--- src/rtl/mc_ctrl_if.sv ---
// mc_ctrl_if: instruction decode inputs and datapath control outputs of the main controller
interface mc_ctrl_if;
  logic [5:0] op;
  logic [5:0] funct;
  logic zero;
  logic overflow;
  logic pc_wr;
  logic [1:0] npc_sel;
  logic ir_wr;
  logic reg_wr;
  logic [1:0] reg_dst;
  logic [1:0] wb_sel;
  logic [1:0] ext_op;
  logic alu_src_b;
  logic [3:0] alu_op;
  logic mem_wr;
  logic illegal;
  logic [3:0] state;
  modport master (
    input op, funct, zero, overflow,
    output pc_wr, npc_sel, ir_wr, reg_wr, reg_dst, wb_sel, ext_op, alu_src_b, alu_op, mem_wr, illegal, state
  );
  modport slave (
    output op, funct, zero, overflow,
    input pc_wr, npc_sel, ir_wr, reg_wr, reg_dst, wb_sel, ext_op, alu_src_b, alu_op, mem_wr, illegal, state
  );
endinterface

--- src/rtl/mc_ctrl.sv ---
// mc_ctrl: multi-cycle MIPS-subset main controller sequencing fetch/decode/execute/memory/writeback
module mc_ctrl #(
  parameter bit ILLEGAL_TRAP = 1'b1
) (
  input logic clk,
  input logic rst,
  mc_ctrl_if.master bus
);
  typedef enum logic [3:0] {FETCH, DECODE, EXE, AWB, MADDR, MRD, MWB, MWR, BR, JMP, HALT} state_t;
  state_t state, nxt;
  logic ov_q;
  logic r_type, is_addu, is_subu, is_slt, is_jr, is_ori, is_lui, is_addi, is_addiu;
  logic is_lw, is_sw, is_beq, is_j, is_jal, is_alu, is_mem, is_jmp, legal;
  assign r_type   = bus.op == 6'h00;
  assign is_addu  = r_type && bus.funct == 6'h21;
  assign is_subu  = r_type && bus.funct == 6'h23;
  assign is_slt   = r_type && bus.funct == 6'h2a;
  assign is_jr    = r_type && bus.funct == 6'h08;
  assign is_ori   = bus.op == 6'h0d;
  assign is_lui   = bus.op == 6'h0f;
  assign is_addi  = bus.op == 6'h08;
  assign is_addiu = bus.op == 6'h09;
  assign is_lw    = bus.op == 6'h23;
  assign is_sw    = bus.op == 6'h2b;
  assign is_beq   = bus.op == 6'h04;
  assign is_j     = bus.op == 6'h02;
  assign is_jal   = bus.op == 6'h03;
  assign is_alu   = is_addu | is_subu | is_slt | is_ori | is_lui | is_addi | is_addiu;
  assign is_mem   = is_lw | is_sw;
  assign is_jmp   = is_j | is_jal | is_jr;
  assign legal    = is_alu | is_mem | is_beq | is_jmp;
  assign bus.state = state;
  // state register; overflow captured at the end of EXE for the addi writeback decision
  always_ff @(posedge clk or posedge rst) begin
    if (rst) begin
      state <= FETCH;
      ov_q <= 1'b0;
    end else begin
      state <= nxt;
      if (state == EXE) ov_q <= bus.overflow;
    end
  end
  // next state and Moore outputs; everything held at 0 while reset is asserted
  always_comb begin
    nxt = state;
    bus.pc_wr = 1'b0;
    bus.npc_sel = 2'b00;
    bus.ir_wr = 1'b0;
    bus.reg_wr = 1'b0;
    bus.reg_dst = 2'b00;
    bus.wb_sel = 2'b00;
    bus.ext_op = 2'b00;
    bus.alu_src_b = 1'b0;
    bus.alu_op = 4'b0000;
    bus.mem_wr = 1'b0;
    bus.illegal = 1'b0;
    case (state)
      FETCH: nxt = DECODE;
      DECODE: nxt = is_alu ? EXE : is_mem ? MADDR : is_beq ? BR : is_jmp ? JMP : ILLEGAL_TRAP ? HALT : FETCH;
      EXE: nxt = AWB;
      MADDR: nxt = is_lw ? MRD : MWR;
      MRD: nxt = MWB;
      HALT: nxt = HALT;
      default: nxt = FETCH;
    endcase
    if (!rst) begin
      case (state)
        FETCH: begin
          bus.ir_wr = 1'b1;
          bus.pc_wr = 1'b1;
        end
        DECODE: bus.illegal = !legal;
        EXE: begin
          bus.alu_op = is_subu ? 4'b0001 : is_slt ? 4'b0110 : is_ori ? 4'b0010 : is_lui ? 4'b0011 : is_addi ? 4'b0101 : 4'b0000;
          bus.alu_src_b = !r_type;
          bus.ext_op = (r_type || is_ori) ? 2'b00 : is_lui ? 2'b10 : 2'b01;
        end
        AWB: begin
          bus.reg_wr = !(is_addi && ov_q);
          bus.reg_dst = r_type ? 2'b01 : 2'b00;
        end
        MADDR: begin
          bus.alu_src_b = 1'b1;
          bus.ext_op = 2'b01;
        end
        MWB: begin
          bus.reg_wr = 1'b1;
          bus.wb_sel = 2'b01;
        end
        MWR: bus.mem_wr = 1'b1;
        BR: begin
          bus.alu_op = 4'b0001;
          bus.npc_sel = 2'b01;
          bus.pc_wr = bus.zero;
        end
        JMP: begin
          bus.pc_wr = 1'b1;
          bus.npc_sel = is_jr ? 2'b11 : 2'b10;
          bus.reg_wr = is_jal;
          bus.reg_dst = is_jal ? 2'b10 : 2'b00;
          bus.wb_sel = is_jal ? 2'b10 : 2'b00;
        end
        default: ;
      endcase
    end
  end
endmodule

--- src/flat_wrapper.sv ---
// flat-port wrapper written by rule: the top's interface ports become plain ports
module mc_ctrl_flat 
#(
  parameter bit ILLEGAL_TRAP = 1'b1
)
  (clk, rst, bus_op, bus_funct, bus_zero, bus_overflow, bus_pc_wr, bus_npc_sel, bus_ir_wr, bus_reg_wr, bus_reg_dst, bus_wb_sel, bus_ext_op, bus_alu_src_b, bus_alu_op, bus_mem_wr, bus_illegal, bus_state);
  mc_ctrl_if bus_i ();
  input logic clk;
  input logic rst;
  input wire logic [$bits(bus_i.op)-1:0] bus_op;
  input wire logic [$bits(bus_i.funct)-1:0] bus_funct;
  input wire logic [$bits(bus_i.zero)-1:0] bus_zero;
  input wire logic [$bits(bus_i.overflow)-1:0] bus_overflow;
  output wire logic [$bits(bus_i.pc_wr)-1:0] bus_pc_wr;
  output wire logic [$bits(bus_i.npc_sel)-1:0] bus_npc_sel;
  output wire logic [$bits(bus_i.ir_wr)-1:0] bus_ir_wr;
  output wire logic [$bits(bus_i.reg_wr)-1:0] bus_reg_wr;
  output wire logic [$bits(bus_i.reg_dst)-1:0] bus_reg_dst;
  output wire logic [$bits(bus_i.wb_sel)-1:0] bus_wb_sel;
  output wire logic [$bits(bus_i.ext_op)-1:0] bus_ext_op;
  output wire logic [$bits(bus_i.alu_src_b)-1:0] bus_alu_src_b;
  output wire logic [$bits(bus_i.alu_op)-1:0] bus_alu_op;
  output wire logic [$bits(bus_i.mem_wr)-1:0] bus_mem_wr;
  output wire logic [$bits(bus_i.illegal)-1:0] bus_illegal;
  output wire logic [$bits(bus_i.state)-1:0] bus_state;
  assign bus_i.op = bus_op;
  assign bus_i.funct = bus_funct;
  assign bus_i.zero = bus_zero;
  assign bus_i.overflow = bus_overflow;
  assign bus_pc_wr = bus_i.pc_wr;
  assign bus_npc_sel = bus_i.npc_sel;
  assign bus_ir_wr = bus_i.ir_wr;
  assign bus_reg_wr = bus_i.reg_wr;
  assign bus_reg_dst = bus_i.reg_dst;
  assign bus_wb_sel = bus_i.wb_sel;
  assign bus_ext_op = bus_i.ext_op;
  assign bus_alu_src_b = bus_i.alu_src_b;
  assign bus_alu_op = bus_i.alu_op;
  assign bus_mem_wr = bus_i.mem_wr;
  assign bus_illegal = bus_i.illegal;
  assign bus_state = bus_i.state;
  mc_ctrl #(.ILLEGAL_TRAP(ILLEGAL_TRAP)) u_core (.clk(clk), .rst(rst), .bus(bus_i));
endmodule
--- config.mk ---
export PLATFORM = sky130hd
export DESIGN_NAME = mc_ctrl_flat
export DESIGN_NICKNAME = d
export VERILOG_FILES = /design/src/rtl/mc_ctrl_if.sv /design/src/rtl/mc_ctrl.sv /design/src/flat_wrapper.sv
export SDC_FILE = /design/constraint.sdc
export NUM_CORES = 1
export LEC_CHECK = 0
export ABC_AREA = 1
export BUFFER_PORTS_ARGS = -buffer_cell sky130_fd_sc_hd__buf_2
export CORE_MARGIN = 2
export CORE_UTILIZATION = 45
export DETAILED_ROUTE_END_ITERATION = 16
export PLACE_DENSITY = 0.78
export SETUP_SLACK_MARGIN = 0.15
export SYNTH_ARGS = -nofsm -noshare
export SYNTH_HDL_FRONTEND = slang
export SYNTH_SLANG_ARGS = --single-unit
--- constraint.sdc ---
create_clock -name clk -period 1.6 [get_ports clk]
set_input_delay 0.24 -clock clk [delete_from_list [all_inputs] [get_ports clk]]
set_output_delay 0.24 -clock clk [all_outputs]
set_load 0.05 [all_outputs]
==> qor.yml <==
outcome:
  status: "finished with violations"
  violations: "negative setup slack"
timing:
  hold_viol: 0
  finalSetupViolCount: 15
  skew_ns: 0.00753
  max_freq_ghz: 0.554
  timing.final.crit_share_pct: 113
  hold_slack_ns: 0.150
  worst_slack_ns: -0.205
  final_max_slew_viol_count: 0
  period_needed_ns: 1.80
  rsz0062_at_grt: "true"
floorplanning:
  fp.dieH_um: 45.9
  io_pins: 38
  dieArea_mm2: 0.00211
  core_mm2: 0.00169
  initial_utilization_pct: 46.7
  fp-row-count: 15
  fp.dieW_um: 45.9
critical_path:
  cpPeakStageDelay_ns: 0.40
  r2r-end: "u_core.ov_q$_DFFE_PP0P_"
  critPathMaxFanout: 4
  worstPathCellList: "inv_2 > or2_4 > clkinv_2 > nand4_4 > nor2_4 > nor2_1 > nand2_2 > buf_8"
  crit_path_end_kind: "output port"
  reg2reg_slack_ns: 0.22
  cp.arrival_ns: 1.56
  crit_type: "reg2out"
  required_ns: 1.36
  cp_slowest_cell: "dfrtp_2"
  start_kind: "flip-flop"
  worst_r2r_path_depth: 5
  r2r_start: "u_core.bus.state[0]$_DFF_PP0_"
cts:
  clkTransAtPathRegs_ns: 0.05
  clk_latency_ns: 0.25
  cts-root-buf: "clkbuf_4"
  cts.path.max_buffers: 2
  tritoncts: "yes"
  cts.sinks: 5
  h-tree-depth: 1
  cts_made_buffers: 3
final_layout:
  final_area_mm2: 0.00150
  drive_gt1_share_pct: 67.7
  syn2layout_area_growth_pct: 89.7
  antenna_cells: 0
  layout.nets: 203
routing:
  routed_via_density: 5.46
  wl_per_cell_um: 16.4
  vias: 1108
  drc: 0
  antenna_left: 0
  finalWirelength_um: 3330
  drtPass1Iterations: 4
  drt_iter0_markers: 39
synthesis:
  synth_area_um2: 790
  synth_edf_count: 0
  synth_cell_types: 29
  synth_flop_cell: "dfrtp_1"
  yosysMostFrequentCell: "nand2_1"
  syn_avg_cell_area_um2: 6.42
  synthArstFlopShare_pct: 100
  netlist_instances: 123
  synth_area_leaders: "dfrtp_1, nand2_1, nor2_1"
  synth-seq-cells: 5
  synth_nets: 139
  synth_commonest_cells: "nand2_1, nor2_1, inv_1"
  yosys_warnings: 0
  yosysSeqAreaShare_pct: 15.8
  yosys.area.top_type: "dfrtp_1"
  synth_top_area_share_pct: 15.8
flow_run:
  max-cap-violations: 0
power_and_ir_drop:
  peakVddDrop_mv: 1.15
  power_leakage_nw: 0.704
  powerDensity_mw_per_mm2: 1230
grt:
  grt_pass1_vias: 1058
  antenna_found_initial: 0
  grt.overflow.total: 0
  grt_max_degree: 7
  grt_pass1_wl_um: 4620
  grt_use_total_pct: 31.4
hold_path:
  hp-class: "in2async"
placed_design:
  dpl_cell_area_mm2: 0.00122
  hpwl_um: 2120
  numPortBuffers: 36
  gp_congestion: 0.870
[power by group]
part / switching, W / internal (W)
clock network: 0.0000573 / 0.0000946
logic: 0.000913 / 0.000516
registers: 0.0000765 / 0.000185
total: 0.00105 / 0.000795
[repair_timing]
item                       in CTS  in global routing
hold buffers                    0                  0
setup endpoints to repair      17                 17
cloned                          0                  0
gates resized for setup        44                 16
pin swaps                       7                  3
buffers inserted                4                  4
[sequential cells by signal, summed over array words and instances (netlist names)]
signal	cells
u_core.ov_q	1
u_core.bus.state	4
[kinds of logic (layout without fill, tap and decap cells)]
family	count (synthesis)	count (layout)	share of synthesized area (%)
AND/OR/NAND/NOR	90	90	66.7
buffers and inverters	21	84	10.5
multiplexers	1	1	1.43
flip-flops	5	5	15.8
other	1	1	0.475
AO/OA/AOI/OAI	5	5	5.07
[cell usage in the layout (no fill, tap or decap), drive strengths merged, types with 2 or more instances in the layout]
cell,synthesis,layout
nor3,7,7
inv,19,19
nand2,29,29
nand3,8,8
nor2,34,34
nand4,9,9
dfrtp,5,5
buf,1,60
nor4,2,2
clkbuf,0,4
[worst max-delay path, delay by kind of cell (launching register included)]
family                 cells  cell delay, ns
flip-flops                 1            0.40
AND/OR/NAND/NOR            5            0.65
buffers and inverters      3            0.27
[worst max path at each step]
stage,startpoint,to,slack (ns)
global placement,u_core.bus.state[3]$_DFF_PP0_,bus_illegal,-0.04
global route,u_core.bus.state[3]$_DFF_PP0_,bus_reg_wr,-0.25
detailed placement,bus_op[5],bus_npc_sel[0],-0.07
floorplan,u_core.bus.state[2]$_DFF_PP0_,bus_reg_wr,-0.28
finish,u_core.bus.state[3]$_DFF_PP0_,bus_reg_wr,-0.20
CTS,u_core.bus.state[3]$_DFF_PP0_,bus_reg_wr,-0.15
[layout make-up]
cell class	count	area, um2
Inverter	20	78.8
Fill cell	74	191
Multi-Input combinational cell	97	752
Clock buffer	4	26.3
Tap cell	17	21.3
Timing Repair Buffer	60	489
Sequential cell	5	130
[metal layers]
| metal | share of wire [%] | routed length (um) | vias up | GRT usage, % |
|---|---|---|---|---|
| met5 | 0 | 0 | - | 0 |
| met4 | 4.1 | 136 | 0 | 11.4 |
| met3 | 5.3 | 176 | 12 | 8.73 |
| met2 | 54 | 1810 | 52 | 56.4 |
| met1 | 36 | 1220 | 517 | 34.6 |
| li1 | - | - | 527 | - |
[stage by stage]
| stage | power (W) | util (%) | cells | setup WS [ns] | setup TNS, ns |
|---|---|---|---|---|---|
| global placement | 0.00134 | 72.2 | 191 | -0.0372 | -0.103 |
| detailed placement | 0.00136 | 72.2 | 191 | -0.0681 | -0.289 |
| CTS | 0.00170 | 84.1 | 199 | -0.147 | -1.15 |
| finish | 0.00184 | 88.7 | 203 | -0.205 | -1.76 |
| floorplan | 0.00103 | - | 123 | -0.278 | -1.43 |
| global route | 0.00193 | 88.7 | 203 | -0.248 | -2.63 |
Note: power is estimated with default switching activity, not from simulation.
